**src/rtl/coin_accumulator.sv**
```systemverilog
// coin_accumulator: counts Rs.1 / Rs.2 coin pulses, freezes them for the vending
//   controller on a drink request, and refunds on cancel or controller timeout.
// Latency: every event is visible on the registered outputs one cycle after it is
//   sampled.
// Backpressure: none. Coins that cannot be counted are dropped and flagged on
//   coin_reject.
//
// Ports:
//   clk, rst              - rising-edge clock, asynchronous active-high reset
//   coin_re1, coin_rs2    - one-cycle coin-accepted pulses from the validator
//   request, drink_sel    - drink button pulse and tea(0)/coffee(1) select
//   cancel                - user refund button pulse
//   vend_done             - controller dispensed; consumes the held credit
//   re1, rs2, credit      - coin counts and total value presented to the controller
//   drink, enable         - latched select; counts frozen and valid while enable=1
//   coin_reject           - pulse when a coin pulse was seen but not counted
//   refund, refund_re1/_rs2 - one-cycle refund pulse with the coins to return

module coin_accumulator #(
    parameter int RE1_MAX = 15,
    parameter int RS2_MAX = 7,
    parameter int TIMEOUT = 64
) (
    input  logic       clk,
    input  logic       rst,
    input  logic       coin_re1,
    input  logic       coin_rs2,
    input  logic       request,
    input  logic       drink_sel,
    input  logic       cancel,
    input  logic       vend_done,
    output logic [3:0] re1,
    output logic [2:0] rs2,
    output logic       drink,
    output logic       enable,
    output logic [4:0] credit,
    output logic       coin_reject,
    output logic       refund,
    output logic [3:0] refund_re1,
    output logic [2:0] refund_rs2
);

    // Timeout counter only has to reach TIMEOUT-1.
    localparam int TW = (TIMEOUT > 2) ? $clog2(TIMEOUT) : 1;
    localparam logic [TW-1:0] TCNT_LAST = TW'(TIMEOUT - 1);

    typedef enum logic [1:0] {
        S_IDLE    = 2'd0,
        S_COLLECT = 2'd1,
        S_PRESENT = 2'd2,
        S_REFUND  = 2'd3
    } state_t;

    state_t          state;
    logic [TW-1:0]   tcnt;

    // Combinational view of the coin-counting step used in IDLE and COLLECT.
    logic            re1_full;
    logic            rs2_full;
    logic            re1_take;
    logic            rs2_take;
    logic [3:0]      re1_nxt;
    logic [2:0]      rs2_nxt;
    logic            sat_reject;
    logic            any_coin;
    logic            time_up;

    function automatic logic [4:0] credit_of(input logic [3:0] a, input logic [2:0] b);
        return {1'b0, a} + {1'b0, b, 1'b0};
    endfunction

    always_comb begin
        re1_full   = (re1 == 4'(RE1_MAX));
        rs2_full   = (rs2 == 3'(RS2_MAX));
        re1_take   = coin_re1 && !re1_full;
        rs2_take   = coin_rs2 && !rs2_full;
        re1_nxt    = re1 + {3'b000, re1_take};
        rs2_nxt    = rs2 + {2'b00, rs2_take};
        // A saturated count drops the coin; the other coin of the same cycle
        // may still be counted.
        sat_reject = (coin_re1 && re1_full) || (coin_rs2 && rs2_full);
        any_coin   = coin_re1 || coin_rs2;
        time_up    = (tcnt == TCNT_LAST);
    end

    always_ff @(posedge clk or posedge rst) begin
        if (rst) begin
            state       <= S_IDLE;
            tcnt        <= '0;
            re1         <= '0;
            rs2         <= '0;
            drink       <= 1'b0;
            enable      <= 1'b0;
            credit      <= '0;
            coin_reject <= 1'b0;
            refund      <= 1'b0;
            refund_re1  <= '0;
            refund_rs2  <= '0;
        end else begin
            // Refund outputs are single-cycle; only the entry into REFUND sets them.
            refund     <= 1'b0;
            refund_re1 <= '0;
            refund_rs2 <= '0;

            case (state)
                S_IDLE: begin
                    // request/cancel are meaningless with nothing inserted.
                    coin_reject <= sat_reject;
                    re1         <= re1_nxt;
                    rs2         <= rs2_nxt;
                    credit      <= credit_of(re1_nxt, rs2_nxt);
                    if (re1_take || rs2_take) begin
                        state <= S_COLLECT;
                    end
                end

                S_COLLECT: begin
                    // Coins in the same cycle as request/cancel are included.
                    coin_reject <= sat_reject;
                    re1         <= re1_nxt;
                    rs2         <= rs2_nxt;
                    credit      <= credit_of(re1_nxt, rs2_nxt);
                    if (cancel) begin
                        state      <= S_REFUND;
                        refund     <= 1'b1;
                        refund_re1 <= re1_nxt;
                        refund_rs2 <= rs2_nxt;
                    end else if (request) begin
                        state  <= S_PRESENT;
                        drink  <= drink_sel;
                        enable <= 1'b1;
                        tcnt   <= '0;
                    end
                end

                S_PRESENT: begin
                    // Counts are frozen; any coin now is bounced.
                    coin_reject <= any_coin;
                    if (vend_done) begin
                        state  <= S_IDLE;
                        re1    <= '0;
                        rs2    <= '0;
                        credit <= '0;
                        drink  <= 1'b0;
                        enable <= 1'b0;
                        tcnt   <= '0;
                    end else if (cancel || time_up) begin
                        state      <= S_REFUND;
                        enable     <= 1'b0;
                        refund     <= 1'b1;
                        refund_re1 <= re1;
                        refund_rs2 <= rs2;
                        tcnt       <= '0;
                    end else begin
                        tcnt <= tcnt + 1'b1;
                    end
                end

                S_REFUND: begin
                    // Counts stay visible during the refund cycle, then clear.
                    coin_reject <= any_coin;
                    state       <= S_IDLE;
                    re1         <= '0;
                    rs2         <= '0;
                    credit      <= '0;
                    drink       <= 1'b0;
                    enable      <= 1'b0;
                end

                default: begin
                    state <= S_IDLE;
                end
            endcase
        end
    end

endmodule
```
**config.mk**
```make
export PLATFORM = sky130hd
export DESIGN_NAME = coin_accumulator
export DESIGN_NICKNAME = d
export VERILOG_FILES = /design/src/rtl/coin_accumulator.sv
export SDC_FILE = /design/constraint.sdc
export NUM_CORES = 1
export LEC_CHECK = 0
export ABC_AREA = 1
export CORE_MARGIN = 1.5
export CORE_UTILIZATION = 44
export CTS_CLUSTER_DIAMETER = 50
export CTS_CLUSTER_SIZE = 20
export DETAILED_ROUTE_END_ITERATION = 8
export HOLD_SLACK_MARGIN = 0.08
export PLACE_DENSITY_LB_ADDON = 0.25
export REMOVE_ABC_BUFFERS = 1
export SYNTH_ARGS = -nofsm -noshare
export SYNTH_HDL_FRONTEND = slang
export SYNTH_SLANG_ARGS = --single-unit
```
**constraint.sdc**
```tcl
create_clock -name clk -period 3.15 [get_ports clk]
set_input_delay 0.63 -clock clk [delete_from_list [all_inputs] [get_ports clk]]
set_output_delay 0.63 -clock clk [all_outputs]
set_load 0.01 [all_outputs]
```
==> flow_metrics.tcl, run 1 <==
set metrics [dict create \
    status "complete, no violations" \
    max_freq_mhz 378 \
    first_pass_iters 4 \
    drtIter0Drc 76 \
    areaGrowthSynthToFinish_pct 26.2 \
    cts-root-buf "clkbuf_8" \
    initial_core_util 0.457 \
    pwr-share-comb 0.510 \
    worstMarginPinSlew_ps 393 \
    ys_seq_area_frac 0.452 \
    setup_viol 0 \
    p_leak_nw 1.07 \
    dp_slack_ps 250 \
    placed_cell_area_um2 2000 \
    synthArstFlopShare 1.00 \
    slew_viol_final 0 \
    syn-instance-count 183 \
    cts_setup_buffers 0 \
    vias_per_cell 4.98 \
    rrSetupSlack_ps 670 \
    max-cap-violations 0 \
    p_sw_mw 0.763 \
    yosysUniqueCellTypes 31 \
    htreeDepth 2 \
    critPathMaxFanout 4 \
    r2r_end "credit[3]" \
    min_path_type "reg2reg" \
    yosys_warnings 0 \
    dieWidth_um 64.4 \
    io_pins 31 \
    wl_per_cell_um 12.6 \
    synthFlopType "dfrtp_1" \
    final_hold_viol_count 0 \
    hold-path-cell-count 1 \
    grt_pass1_wl_mm 5.86 \
    drive_above_1_share 0.119 \
    ys_top_cells_by_count "nand2_1 (39), dfrtp_1 (30), inv_1 (24), ha_1 (13), o21ai_0 (13)" \
    dpl.cell_count 259 \
    hold-worst-slack_ps 487 \
    hold_end "credit[4]" \
    die_h_um 64.4 \
    num_vias 1330 \
    wl_met1_mm 1.63 \
    reg2reg_depth 9 \
    grt.total_usage 0.183 \
    final_cells 267 \
    ant_nets 0 \
    finalNetCount 240 \
    fillers 339 \
    ys_top_cells_by_area "dfrtp_1 (45%), ha_1 (9.8%), nand2_1 (8.8%), inv_1 (5.4%), o21ai_0 (3.9%)" \
    ir_worst_vdd_v 0.000492 \
    timing.final.crit_share 0.840 \
    relSlewSlack 0.738 \
    routabilityCongestion 0.838 \
    arrival_ps 2820 \
    setup_ws_ps 505 \
    required_ps 3320 \
    hp-start "credit[4]" \
    p_seq_frac 0.320 \
    cts.sinks 30 \
    regArea_um2 751 \
    synth_top_area_frac 0.452 \
    crit_type "in2reg" \
    die_area_um2 4150 \
    clk_pin_slew_ps 60 \
    grt_max_degree 31 \
    start_kind "primary input" \
    cts_resized 0 \
    synth-seq-cells 30 \
    multi_input_area_um2 774 \
    grt_antenna_before_repair 0 \
    top_layer_used "met4" \
    coreArea_um2 3630 \
    synth_area_leader_cell "dfrtp_1" \
    dr_wl_met2_mm 1.50 \
    syn_avg_cell_area_um2 9.07 \
    finClkSkew_ps 7.04 \
    clkLatencyLatePin_ps 280 \
    clock_power_share 0.171 \
    fin_area_um2 2090 \
    rows 22 \
    clockBufferDepth 2 \
    wirelength_mm 3.37 \
    syn_area_um2 1660 \
    internal-power_mw 1.10 \
    endpoint_kind "register" \
    dr_wl_met3_um 180 \
    cts_tree "done" \
    swShare 0.410 \
    synth.most_common_cell "nand2_1" \
    post-route-min-period_ps 2640 \
    drc 0 \
    synth_edf_count 0 \
    dpl.hpwl_mm 2.46 \
    r2r_start "re1[1]" \
    grt_remaining_overflow 0 \
    cts_hold_buf 0 \
    diodes 0 \
    tns_ps 0 \
    portBuffers 30 \
    grt_pass1_vias 1311 \
    rsz0062_at_grt "false" \
    p_per_area_nw_per_um2 888 \
    cts_inserted_buffers 5 \
]
[placed cells by master (no fill, tap or decap), drive strengths merged]
cell type,Yosys,routed
nand2,45,45
a21oi,4,4
a21o,1,1
a22o,3,3
fa,1,1
clkdlybuf4s50,0,30
nand3,10,10
dfrtp,30,30
clkinv,1,2
or2,2,2
buf,3,1
nor2,9,9
a32o,1,1
ha,13,13
xor2,4,4
clkbuf,0,7
o21ai,14,14
nand4,8,8
inv,28,28
xnor2,1,1
o22ai,5,5
[worst max-delay path by stage]
stage / startpoint / to / slack, ps / cells past startpoint
finish: coin_re1 / credit[3] / 510 / 10
global route: coin_re1 / credit[3] / 400 / 10
CTS: coin_re1 / credit[3] / 540 / 9
detailed placement: coin_re1 / credit[3] / 250 / 9
global placement: coin_re1 / credit[3] / 270 / 10
floorplan: re1[0] / credit[3] / 820 / 9
[routing by layer]
metal,GRT usage,vias to the layer above
li1,-,666
met1,0.242,620
met2,0.285,34
met3,0.0475,10
met4,0.0745,0
met5,0,-
[power by group through the flow]
stage | combinational [mW] | sequential, mW | clock [mW]
final | 0.948 | 0.595 | 0.318
after floorplan | 0.557 | 0.631 | 0
after CTS | 0.955 | 0.595 | 0.323
after global routing | 1.07 | 0.610 | 0.339
after global placement | 0.939 | 0.601 | 0
after detailed placement | 0.944 | 0.600 | 0
[sequential cells by signal, indices dropped and copies added (netlist names)]
signal / count
coin_reject: 1
refund: 1
rs2: 3
credit: 4
tcnt: 6
state: 2
enable: 1
refund_re1: 4
re1: 4
refund_rs2: 3
drink: 1
[layout make-up]
cell class	instances	share of cell area
tap	48	0.0287
timing repair buffer	31	0.147
sequential	30	0.358
inverter	29	0.0526
clock buffer	7	0.0412
clock inverter	1	0.00239
multi-input combinational	121	0.370
[critical path, stage by stage]
cell	delay [ps]
clkdlybuf4s50_1	510
nand2_1	90
inv_1	80
ha_1	170
nand3_1	110
xor2_1	280
inv_1	80
ha_1	340
or2_2	290
a32o_1	240
[logic make-up (layout without fill, tap and decap cells)]
kind of cell,Yosys count,in the layout,share of synthesized area
AOI/OAI and AO/OA,28,28,0.0995
DFF,30,30,0.452
buffers and inverters,32,68,0.0807
and+or+nand+nor,74,74,0.231
adders and majority gates,14,14,0.110
xor gates and xnor gates,5,5,0.0264
[metrics by stage]
step	util	power, mW
6_report	0.576	1.86
5_1_grt	0.576	2.01
4_1_cts	0.576	1.87
3_5_place_dp	0.551	1.54
3_3_place_gp	0.551	1.54
2_1_floorplan	-	1.19
(Power assumes the default switching activity.)
==> inputs of run 2 (changes only) <==
clock period = 2.7 ns   (was 3.15 ns; I/O delays follow)
==> run 2 against run 1 <==
Via count decreased by 0.45%. Die area unchanged. Sequential power increased by 16%. Clock skew decreased by 0.51 ps. Critical path depth unchanged. Sequential share of layout area decreased by 1.3 points. Hold slack improved by 6.5 ps. Largest cell class unchanged. Setup slack got worse by 290 ps. Count of clock-buffer cells in the layout decreased by 1. Design area increased by 3.8%. Clock power increased by 40%.
==> flow_metrics.tcl, run 2 (synthesized netlist as in run 1, its figures left out) <==
set metrics [dict create \
    tns_ps 0 \
    fin_area_um2 2170 \
    grt_pass1_vias 1280 \
    max-cap-violations 0 \
    setup_viol 0 \
    die_area_um2 4150 \
    first_pass_iters 4 \
    drive_above_1_share 0.150 \
    status "complete, no violations" \
    endpoint_kind "register" \
    min_path_type "reg2reg" \
    slowest_delay_ps 480 \
    grt_remaining_overflow 0 \
    final_cells 275 \
    ant_nets 0 \
    cts_inserted_buffers 5 \
    coreArea_um2 3630 \
    wl_per_cell_um 12.6 \
    clk_pin_slew_ps 60 \
    start_kind "primary input" \
    portBuffers 30 \
    largest_register "tcnt" \
    grt.total_usage 0.190 \
    areaGrowthSynthToFinish_pct 31.0 \
    drc 0 \
    dpl.hpwl_mm 2.51 \
    cp.buffers_inverters 3 \
    clkLatencyLatePin_ps 290 \
    diodes 0 \
    dp_slack_ps -61.5 \
    p_leak_nw 1.12 \
    cts_tree "done" \
    finClkSkew_ps 6.53 \
    layout_commonest_cell "nand2_1" \
    cts-root-buf "clkbuf_8" \
    required_ps 2880 \
    most-common-layout-cells "nand2_1 (39), dfrtp_1 (30), clkdlybuf4s50_1 (30)" \
    worstMarginPinSlew_ps 397 \
    relSlewSlack 0.735 \
    io_pins 31 \
    p_per_area_nw_per_um2 1070 \
    cts_hold_buf 0 \
    timing.final.crit_share 0.919 \
    dieWidth_um 64.4 \
    cts.sinks 30 \
    dpl.cell_count 267 \
    largest_reg_flops 6 \
    die_h_um 64.4 \
    crit_path_top_delay_cell "clkdlybuf4s50_1" \
    grt_max_degree 31 \
    path_delay_family "buffers and inverters" \
    fillers 322 \
    grt_pass1_wl_mm 5.92 \
    cts_setup_buffers 0 \
    drtIter0Drc 64 \
    max_freq_mhz 403 \
    final_hold_viol_count 0 \
    setup_ws_ps 219 \
    regArea_um2 751 \
    initial_core_util 0.457 \
    path_cells "clkdlybuf4s50_1 -> nand2_1 -> inv_1 -> ha_1 -> nand3_1 -> nand2_1 -> inv_1 -> fa_1 -> or2_2 -> a32o_1" \
    post-route-min-period_ps 2480 \
    placed_cell_area_um2 2060 \
    cts_resized 0 \
    crit_type "in2reg" \
    rows 22 \
    critPathMaxFanout 3 \
    num_vias 1324 \
    rsz0062_at_grt "false" \
    finalNetCount 248 \
    multi_input_area_um2 774 \
    grt_antenna_before_repair 0 \
    ir_worst_vdd_v 0.000533 \
    htreeDepth 2 \
    arrival_ps 2660 \
    clockBufferDepth 2 \
    vias_per_cell 4.81 \
    final_util 0.598 \
    wirelength_mm 3.46 \
    slew_viol_final 0 \
    routabilityCongestion 0.861 \
]
run 2: area by class of cell:
| type | count | share of cell area |
|---|---|---|
| clock buffers | 6 | 0.0334 |
| clock inverters | 2 | 0.0173 |
| inverters | 29 | 0.0507 |
| multi-input cells | 121 | 0.356 |
| flip-flops and latches | 30 | 0.345 |
| well taps | 48 | 0.0276 |
| repair buffers | 39 | 0.169 |
run 2: where the power goes:
part	internal, mW	switching, mW
Sequential	0.581	0.109
Clock	0.275	0.170
Combinational	0.554	0.635
Total	1.41	0.914
run 2: per-layer routing:
layer,up-vias,track usage,share of wire
li1,678,-,-
met1,613,0.240,0.46
met2,28,0.313,0.49
met3,5,0.0599,0.044
met4,0,0.0559,0.014
met5,-,0,0
run 2: worst paths after layout:
kind                       slack, ps            end      from  depth (start not counted)
setup / recovery                 220      credit[3]  coin_re1                         10
hold / removal                   490          drink     drink                          2
setup reg to reg                 330      credit[3]    re1[0]                          9
hold reg to reg                  490          drink     drink                          2
max in group asynchronous       1790         re1[2]       rst                          3
min in group asynchronous        630  refund_rs2[2]       rst                          3
run 2: worst reg2reg max path, cell delays in order, from the launching register on:
cell     delay, ps
dfrtp_1        440
nand4_1        160
nand2_1        110
inv_1           60
ha_1           180
xor2_1         160
ha_1           230
fa_1           380
or2_2          300
a32o_1         240
run 2: per-stage QoR:
| step | power [mW] | hold WS, ps |
|---|---|---|
| final | 2.32 | 494 |
| after CTS | 2.34 | 503 |
| after global placement | 1.87 | 465 |
| after detailed placement | 1.87 | 477 |
| after floorplan | 1.39 | 479 |
| after global routing | 2.51 | 521 |
==> inputs of run 3 (changes only) <==
clock period = 3.2 ns   (was 2.7 ns; I/O delays follow)
==> results of run 3 <==
The final DEF is identical to that of run 1. Status: complete, no violations.
Main changes from that run: setup slack after placement 250 ps -> 290 ps; setup slack after layout 505 ps -> 545 ps; register-to-register setup slack 670 ps -> 720 ps; total power 1.86 mW -> 1.83 mW; worst IR drop on VDD 0.000492 V -> 0.000484 V
